`config.mk`:
```
export PLATFORM = sky130hd
export DESIGN_NAME = sseg_share_ctrl
export DESIGN_NICKNAME = d
export VERILOG_FILES = /design/src/rtl/sseg_share_ctrl.sv
export SDC_FILE = /design/constraint.sdc
export NUM_CORES = 1
export LEC_CHECK = 0
export CORE_ASPECT_RATIO = 1.4
export CORE_MARGIN = 5
export CORE_UTILIZATION = 25
export DETAILED_ROUTE_END_ITERATION = 6
export PLACE_DENSITY = 0.45
export SLEW_MARGIN = 20
export SYNTH_ARGS = -nofsm -noshare
export SYNTH_HDL_FRONTEND = slang
export SYNTH_SLANG_ARGS = --single-unit
```
`constraint.sdc`:
```
create_clock -name clk_i -period 10.6 [get_ports clk_i]
set_input_delay 2.12 -clock clk_i [delete_from_list [all_inputs] [get_ports clk_i]]
set_output_delay 2.12 -clock clk_i [all_outputs]
set_load 0.02 [all_outputs]
```
`src/rtl/sseg_share_ctrl.sv`:
```
// Shared 8-digit seven-segment display scheduler: round-robin ownership with a
// minimum hold, frame-aligned hand-over, and an owner-writable frame buffer.
module sseg_share_ctrl #(
  parameter int SCAN_BITS   = 18,
  parameter int HOLD_FRAMES = 4
) (
  input  logic       clk_i,
  input  logic       rst_i,
  input  logic [1:0] req_i,
  input  logic       wr_en_0_i,
  input  logic       wr_en_1_i,
  input  logic [2:0] wr_addr_0_i,
  input  logic [2:0] wr_addr_1_i,
  input  logic [7:0] wr_data_0_i,
  input  logic [7:0] wr_data_1_i,
  output logic [1:0] gnt_o,
  output logic [1:0] wr_ack_o,
  output logic       frame_tick_o,
  output logic [7:0] sseg_o,
  output logic [7:0] an_o
);

  localparam int             CW       = SCAN_BITS + 3;
  localparam logic [CW-1:0]  SCAN_ONE = CW'(1);
  localparam logic [4:0]     HOLD_MAX = 5'(HOLD_FRAMES);

  logic [CW-1:0] scan_q;
  logic [2:0]    digit;
  logic [1:0]    gnt_q, gnt_d;
  logic [3:0]    hold_q, hold_d;
  logic [4:0]    hold_inc;
  logic          hold_met;
  logic          last_q;
  logic          sw;
  logic [7:0]    fb_q [8];
  logic [7:0]    sseg_q, an_q;

  assign digit        = scan_q[CW-1 -: 3];
  assign frame_tick_o = &scan_q;

  always_comb begin
    gnt_d    = gnt_q;
    hold_d   = hold_q;
    hold_inc = {1'b0, hold_q} + 5'd1;
    hold_met = (hold_inc >= HOLD_MAX);
    if (frame_tick_o) begin
      case (gnt_q)
        2'b01: begin
          if (!req_i[0])                  gnt_d = req_i[1] ? 2'b10 : 2'b00;
          else if (req_i[1] && hold_met)  gnt_d = 2'b10;
        end
        2'b10: begin
          if (!req_i[1])                  gnt_d = req_i[0] ? 2'b01 : 2'b00;
          else if (req_i[0] && hold_met)  gnt_d = 2'b01;
        end
        default: begin
          // last_q = 1 means requester 1 owned most recently, so 0 wins a tie
          case (req_i)
            2'b01:   gnt_d = 2'b01;
            2'b10:   gnt_d = 2'b10;
            2'b11:   gnt_d = last_q ? 2'b01 : 2'b10;
            default: gnt_d = 2'b00;
          endcase
        end
      endcase
    end
    sw = frame_tick_o && (gnt_d != gnt_q);
    if (sw)
      hold_d = 4'd0;
    else if (frame_tick_o && ({1'b0, hold_q} < HOLD_MAX))
      hold_d = hold_q + 4'd1;
  end

  assign wr_ack_o = {wr_en_1_i & gnt_q[1], wr_en_0_i & gnt_q[0]} & {2{~sw}};

  always_ff @(posedge clk_i or posedge rst_i) begin
    if (rst_i) begin
      scan_q <= '0;
      gnt_q  <= 2'b00;
      hold_q <= 4'd0;
      last_q <= 1'b1;
    end else begin
      scan_q <= scan_q + SCAN_ONE;
      gnt_q  <= gnt_d;
      hold_q <= hold_d;
      if (sw && (gnt_d != 2'b00))
        last_q <= gnt_d[1];
    end
  end

  // a hand-over blanks the whole buffer so the new owner never shows stale data
  always_ff @(posedge clk_i or posedge rst_i) begin
    if (rst_i) begin
      for (int i = 0; i < 8; i++) fb_q[i] <= 8'hFF;
    end else if (sw) begin
      for (int i = 0; i < 8; i++) fb_q[i] <= 8'hFF;
    end else begin
      if (wr_ack_o[0]) fb_q[wr_addr_0_i] <= wr_data_0_i;
      if (wr_ack_o[1]) fb_q[wr_addr_1_i] <= wr_data_1_i;
    end
  end

  always_ff @(posedge clk_i or posedge rst_i) begin
    if (rst_i) begin
      sseg_q <= 8'hFF;
      an_q   <= 8'hFF;
    end else begin
      sseg_q <= (gnt_q == 2'b00) ? 8'hFF : fb_q[digit];
      an_q   <= ~(8'b1 << digit);
    end
  end

  assign gnt_o  = gnt_q;
  assign sseg_o = sseg_q;
  assign an_o   = an_q;

endmodule

```
==> results of run 1 <==
[where the power goes]
part	internal, mW	switching (mW)	total, mW	leakage [nW]
sequential	0.519	0.0316	0.551	1.20
combinational	0.113	0.105	0.219	1.52
clock	0.165	0.169	0.334	0.140
total	0.798	0.306	1.10	2.87
[worst paths after layout]
path | from | to | slack [ps] | cells after the start
min in group asynchronous | rst_i | scan_q[9] | 2120 | 2
worst min register to register | scan_q[17] | scan_q[17] | 480 | 1
max in group asynchronous | rst_i | gnt_o[0] | 7420 | 3
worst max-delay path | req_i[0] | wr_ack_o[1] | 3120 | 9
worst min-delay path | scan_q[17] | scan_q[17] | 480 | 1
worst max register to register | gnt_o[1] | hold_q[3] | 7400 | 9
[worst register-to-register path: cells and delay by family, from the launching register on]
kind | cells | cell delay (ps)
and+or+nand+nor | 3 | 850
AOI/OAI and AO/OA | 3 | 590
buffers and inverters | 2 | 580
DFF | 1 | 690
adders and majority gates | 1 | 380
[cells by family (layout without fill, tap and decap cells)]
kind of cell / count (synthesis) / after routing / share of synthesized area
flip-flops: 108 / 108 / 0.4548
AND/OR/NAND/NOR: 251 / 251 / 0.2011
adder cells (fa/ha/maj): 6 / 6 / 0.01218
multiplexers: 88 / 88 / 0.1819
AO/OA/AOI/OAI: 86 / 86 / 0.08971
buffers and inverters: 46 / 79 / 0.03328
XOR/XNOR: 19 / 19 / 0.02699
[placed cells by master, fill, tap and decap left out, types with 3 or more instances in the layout]
| master | instances |
|---|---|
| nand2_1 | 128 |
| a21oi_1 | 5 |
| nand4_1 | 8 |
| o21ai_1 | 10 |
| dfrtp_1 | 27 |
| nand3b_1 | 3 |
| nand3_1 | 30 |
| or3_1 | 6 |
| ha_1 | 6 |
| nor2b_1 | 11 |
| mux4_2 | 16 |
| a31oi_1 | 3 |
| o21ai_0 | 41 |
| xnor2_1 | 14 |
| nor2_1 | 27 |
| mux2_2 | 32 |
| nor3_4 | 3 |
| inv_1 | 7 |
| mux2i_1 | 40 |
| clkdlybuf4s50_1 | 48 |
| a211o_1 | 8 |
| inv_6 | 3 |
| nand2b_1 | 3 |
| clkbuf_16 | 9 |
| nor3_1 | 11 |
| buf_4 | 5 |
| xor2_1 | 5 |
| or2_2 | 3 |
| dfstp_2 | 81 |
[Yosys cell counts, drive strengths merged, types with 2 or more instances]
master and instances:
nand2b 3, nor2 27, nor3b 3, ha 6, a21oi 5, buf 20
inv 9, dfstp 81, a32oi 2, nor4b 4, nand3 31, mux4 16
dfrtp 27, nor4 2, a31oi 3, xnor2 14, nor2b 11, and4 2
nor3 14, nand2 129, and2 2, mux2i 40, or2 3, o311a 2
a22o 2, nand4 8, o21ai 52, or3 6, nand3b 3, clkbuf 17
mux2 32, a211o 8, xor2 5
[area by class of cell]
cell class	instances	area, sq um
clock buffers	10	229.0
well taps	315	394.1
repair buffers	54	529.3
fillers	2557	17290
multi-input cells	450	3168
flip-flops and latches	108	2804
clock inverters	6	55.05
inverters	9	36.28
[per-layer routing]
metal / routed length [um] / up-vias / global-route usage
met1: 7570 / 2362 / 0.1631
met4: 327 / 0 / 0.03945
li1: - / 2180 / -
met2: 8954 / 114 / 0.2155
met5: 0 / - / 0
met3: 653 / 19 / 0.01951
[sequential cells by signal, indices dropped and copies added, names as in the netlist]
| signal | cells |
|---|---|
| an_o | 8 |
| hold_q | 4 |
| sseg_o | 8 |
| gnt_o | 2 |
| fb_q | 64 |
| scan_q | 21 |
| last_q | 1 |
==> summary.md, run 1 <==
| Metric | Value |
|---|---|
| H-tree depth | `3` |
| Most used cell, CP | `clkdlybuf4s50_1` |
| Max Fclk | `133.7 MHz` |
| Clock Skew | `10.63 ps` |
| Max Slew Vio Count | `0` |
| Leakage | `2.868 nW` |
| Crit path capture type | `primary output` |
| Number of buffers added on ports | `48` |
| Gr usage total | `0.1262` |
| Final WS setup | `3123 ps` |
| Synth area leader | `dfstp_2` |
| Die area | `0.02794 sq mm` |
| Die height | `195.8 um` |
| IO Pins | `49` |
| Pre-CTS setup slack | `3130 ps` |
| Routed Antenna Nets | `0` |
| Initial detailed-routing violation count | `418` |
| Worst-Margin Slew | `1003 ps` |
| Syn. warnings | `0` |
| Register area share after synthesis | `0.4548` |
| Period utilization | `0.7054` |
| Placed wire-length estimate | `11,460 um` |
| TritonCTS clock tree | `yes` |
| CP Class | `in -> out` |
| Post-route core utilization | `0.2945` |
| Vias | `4,675` |
| Largest net degree at the start of global routing | `79` |
| Setup Viol. Count Final | `0` |
| Critical Path AT | `between 5000 and 6000 ps` |
| Avg Cell Area, Syn | `10.21 sq um` |
| Die width | `142.7 um` |
| Hold buffers post-CTS | `0` |
| DR WL/cell | `approximately 18 um` |
| Worst vdd ir | `0.07267 mV` |
| Layout cell share with drive strength beyond 1 | `0.2637` |
| Grt ovf | `0` |
| Min-Delay Path Class | `reg -> reg` |
| Syn_nets | `between 600 and 700` |
| Slowest stage delay, CP | `770 ps` |
| Synthesized cell area | `0.006165 sq mm` |
| First-pass GRT wire length | `between 20,000 and 30,000 um` |
| DRT Pass-1 Iters | `5` |
| Setup TNS | `0 ps` |
| Routability congestion estimate | `0.8220` |
| TritonCTS buffer count | `9` |
| CP top delay family | `buffers and inverters` |
| Non-Filler Instances | `952` |
| Final Critical Period | `7477 ps` |
| Clock Path Buffers | `2` |
| Dpl cell area | `0.006915 sq mm` |
| # DRC | `0` |
| Initial antenna violation count | `0` |
| Worst Path Required | `8480 ps` |
| CP Launch Type | `input port` |
| Tot Pwr | `1.104 mW` |
| Via-per-instance ratio | `4.911` |
| Antenna diodes | `0` |
| RSZ-0062 raised after global routing | `no` |
| PostCTS Resize Cnt | `0` |
| WHS | `477.4 ps` |
| Maxcap violations | `0` |
| Area grow syn2layout | `17.05%` |
| NumNets Final | `approximately 670` |
| CTS Root Cell | `clkbuf_16` |
| Yosys top cell area share | `0.3452` |
| Seq cells post-synth | `approximately 110` |
| Synth Flop Type | `dfstp_2` |
| Rel. slew slack | `0.3311` |
| Latest clock arrival within the worst-skew pair | `about 360 ps` |
| Starting density of the core | `0.2516` |
| Final hold violations | `0` |
| Worst Path Buf+Inv | `4` |
| Worst Path Max Fanout | `68` |
| Clock sink count | `108` |
| Clk slew on worst S/H paths | `roughly 70 ps` |
| Core Region | `0.02450 sq mm` |
| Count of cell types in the netlist | `62` |
| Num rows | `68` |
| Worst path slowest cell | `clkdlybuf4s50_1` |
| Status | `complete, no violations` |
| Setup bufs post-CTS | `0` |
| Wirelength, routed | `17,510 um` |
| Cell area after layout | `slightly above 0.007 sq mm` |
| Vias in the first global route | `about 4,700` |
| Post-synth EDFFs | `0` |
| Async SR Flop Fraction | `1.000` |
| Synth top area cells | `dfstp_2, dfrtp_1, nand2_1` |
| Critical path cell sequence | `clkdlybuf4s50_1 > inv_1 > a2bb2o_2 > a311oi_2 > nor4_4 > o21ai_4 > buf_4 > nor2b_1 > clkdlybuf4s50_1` |
| Power density over cell area | `around 150 mW/mm^2` |
| Cells after synthesis | `604` |
| DP Cell Count | `approximately 940` |
Power figures use the tool's default switching activity.
==> inputs of run 2 (changes only) <==
==> constraint.sdc (replaced) <==
create_clock -name clk_i -period 7.1 [get_ports clk_i]
set_input_delay 1.42 -clock clk_i [delete_from_list [all_inputs] [get_ports clk_i]]
set_output_delay 1.42 -clock clk_i [all_outputs]
set_load 0.02 [all_outputs]
==> run 2 against run 1 <==
Utilization rose by 0.066 points. Critical path depth fell by 1. Setup slack got worse by 1600 ps. Register-to-register slack got worse by 3500 ps. Sequential power rose by 49%. Critical path type unchanged.
==> summary.md, run 2 (synthesis gave the netlist of run 1 again) <==
| Metric | Value |
|---|---|
| Max Slew Vio Count | `0` |
| Die height | `195.8 um` |
| Rel. slew slack | `0.3366` |
| Clock Skew | `8.131 ps` |
| Final hold violations | `0` |
| Starting density of the core | `0.2516` |
| Die width | `142.7 um` |
| DRT Pass-1 Iters | `4` |
| Critical Path AT | `4130 ps` |
| Met2 Track Usage GR | `0.2160` |
| RSZ-0062 raised after global routing | `no` |
| Min-Delay Path Class | `reg -> reg` |
| Clk slew on worst S/H paths | `70 ps` |
| CP top delay family | `buffers and inverters` |
| Max Fclk | `180.2 MHz` |
| DR WL/cell | `approximately 19 um` |
| Reg with most FFs | `fb_q` |
| NumNets Final | `667` |
| Initial detailed-routing violation count | `250` |
| Via-per-instance ratio | `4.949` |
| WHS Endpoint | `scan_q[13]` |
| Worst r2r src | `gnt_o[0]` |
| Maxcap violations | `0` |
| Dpl cell area | `~0.0069 sq mm` |
| Wirelength, routed | `17,890 um` |
| Worst-Margin Slew | `about 1000 ps` |
| Antenna diodes | `0` |
| Layout cell share with drive strength beyond 1 | `0.2665` |
| Routed Antenna Nets | `0` |
| CP Class | `in -> out` |
| Status | `complete, no violations` |
| Clock sink count | `108` |
| First-pass GRT wire length | `28,070 um` |
| Vias in the first global route | `4,827` |
| Largest net degree at the start of global routing | `68` |
| Met3 GRT Util | `0.01756` |
| CTS Root Cell | `clkbuf_16` |
| R2r worst-path depth | `9` |
| Num rows | `68` |
| Placed wire-length estimate | `11,730 um` |
| Worst Path Required | `roughly 5700 ps` |
| Core Region | `0.02450 sq mm` |
| Leakage | `2.874 nW` |
| Die area | `0.02794 sq mm` |
| Grt ovf | `0` |
| Commonest non-fill, non-tap cells in the layout | `nand2_1, dfstp_2, clkdlybuf4s50_1` |
| Worst Path Max Fanout | `15` |
| PostCTS Resize Cnt | `0` |
| Levels on crit path | `8` |
| Setup TNS | `0 ps` |
| # DRC | `0` |
| Largest register FFs | `64` |
| Hold Path Stages | `1` |
| Latest clock arrival within the worst-skew pair | `360 ps` |
| Largest registers | `fb_q (64), scan_q (21)` |
| Setup Viol. Count Final | `0` |
| Area grow syn2layout | `17.31%` |
| Clock Path Buffers | `2` |
| Worst vdd ir | `roughly 0.11 mV` |
| H-tree depth | `3` |
| CP Launch Type | `input port` |
| Worst path slowest cell | `clkdlybuf4s50_1` |
| Setup bufs post-CTS | `0` |
| TritonCTS buffer count | `9` |
| Cell area after layout | `0.007232 sq mm` |
| Worst hold start | `scan_q[13]` |
| Crit path capture type | `primary output` |
| Final Critical Period | `5550 ps` |
| Hold buffers post-CTS | `0` |
| Busiest grt layer | `met2` |
| Commonest non-fill, non-tap cell in the layout | `nand2_1` |
| Reg-to-Reg End | `hold_q[3]` |
| TritonCTS clock tree | `yes` |
| Initial antenna violation count | `0` |
| Met1 usage | `0.1673` |
| Period utilization | `0.7818` |
| Critical path cell sequence | `clkdlybuf4s50_1 > nor4b_1 > nor4b_1 > a32oi_1 > nand4_1 > o21ai_4 > nor2b_1 > clkdlybuf4s50_1` |
| Setup slack, reg-to-reg | `3860 ps` |
| IO Pins | `49` |
| Slowest stage delay, CP | `790 ps` |
| Power density over cell area | `approximately 230 mW/mm^2` |
| Worst Path Buf+Inv | `2` |
| Vias | `4,716` |
| Routability congestion estimate | `0.8000` |
| Gr usage total | `0.1299` |
| Number of buffers added on ports | `between 40 and 50` |
-- run 2: cell types whose count changed in the layout (fill, tap and decap cells not counted) --
cell	change
inv_6	-3
buf_4	+2
clkinv_2	+2
clkinvlp_4	+2
buf_6	-1
bufinv_16	+1
clkbuf_1	-1
clkbuf_8	+1
clkinv_4	-1
inv_8	-1
nor3_2	+1
nor3_4	-1
-- run 2: worst max path at each step --
| stage | from | endpoint | slack, ps |
|---|---|---|---|
| 3_5_place_dp | req_i[0] | wr_ack_o[1] | 1550 |
| 4_1_cts | req_i[0] | wr_ack_o[1] | 1540 |
| 3_3_place_gp | req_i[0] | wr_ack_o[1] | 1580 |
| 5_1_grt | req_i[0] | wr_ack_o[0] | 1330 |
| 2_1_floorplan | req_i[1] | wr_ack_o[0] | 2720 |
| 6_report | req_i[0] | wr_ack_o[1] | 1550 |
-- run 2: routing by layer --
metal,wire (um),part of all wire
met3,659,0.037
met5,0,0
met4,598,0.033
met2,8779,0.49
met1,7852,0.44
-- run 2: per-stage QoR --
stage          std cells  power (mW)  setup slack (ps)  hold WS [ps]  utilization
6_report             953       1.676              1550         482.5       0.2951
5_1_grt              953       1.769              1326         507.3       0.2951
4_1_cts              953       1.700              1544         490.4       0.2949
3_5_place_dp         937       1.163              1552         476.2       0.2825
3_3_place_gp         937       1.147              1582         459.2       0.2825
2_1_floorplan        604       1.049              2718         436.2            -
-- run 2: cell type report --
type / count / area [sq um]
clock buffer: 10 / 239.0
inverter: 9 / 36.28
sequential: 108 / 2804
fill: 2538 / 17270
multi-input combinational: 450 / 3162
tap: 315 / 394.1
timing repair buffer: 55 / 533.0
clock inverter: 6 / 63.81
-- run 2: power breakdown --
| part | leakage (nW) | switching (mW) | internal (mW) | total [mW] |
|---|---|---|---|---|
| logic | 1.53 | 0.159 | 0.169 | 0.328 |
| clock network | 0.144 | 0.243 | 0.283 | 0.526 |
| registers | 1.20 | 0.0468 | 0.775 | 0.822 |
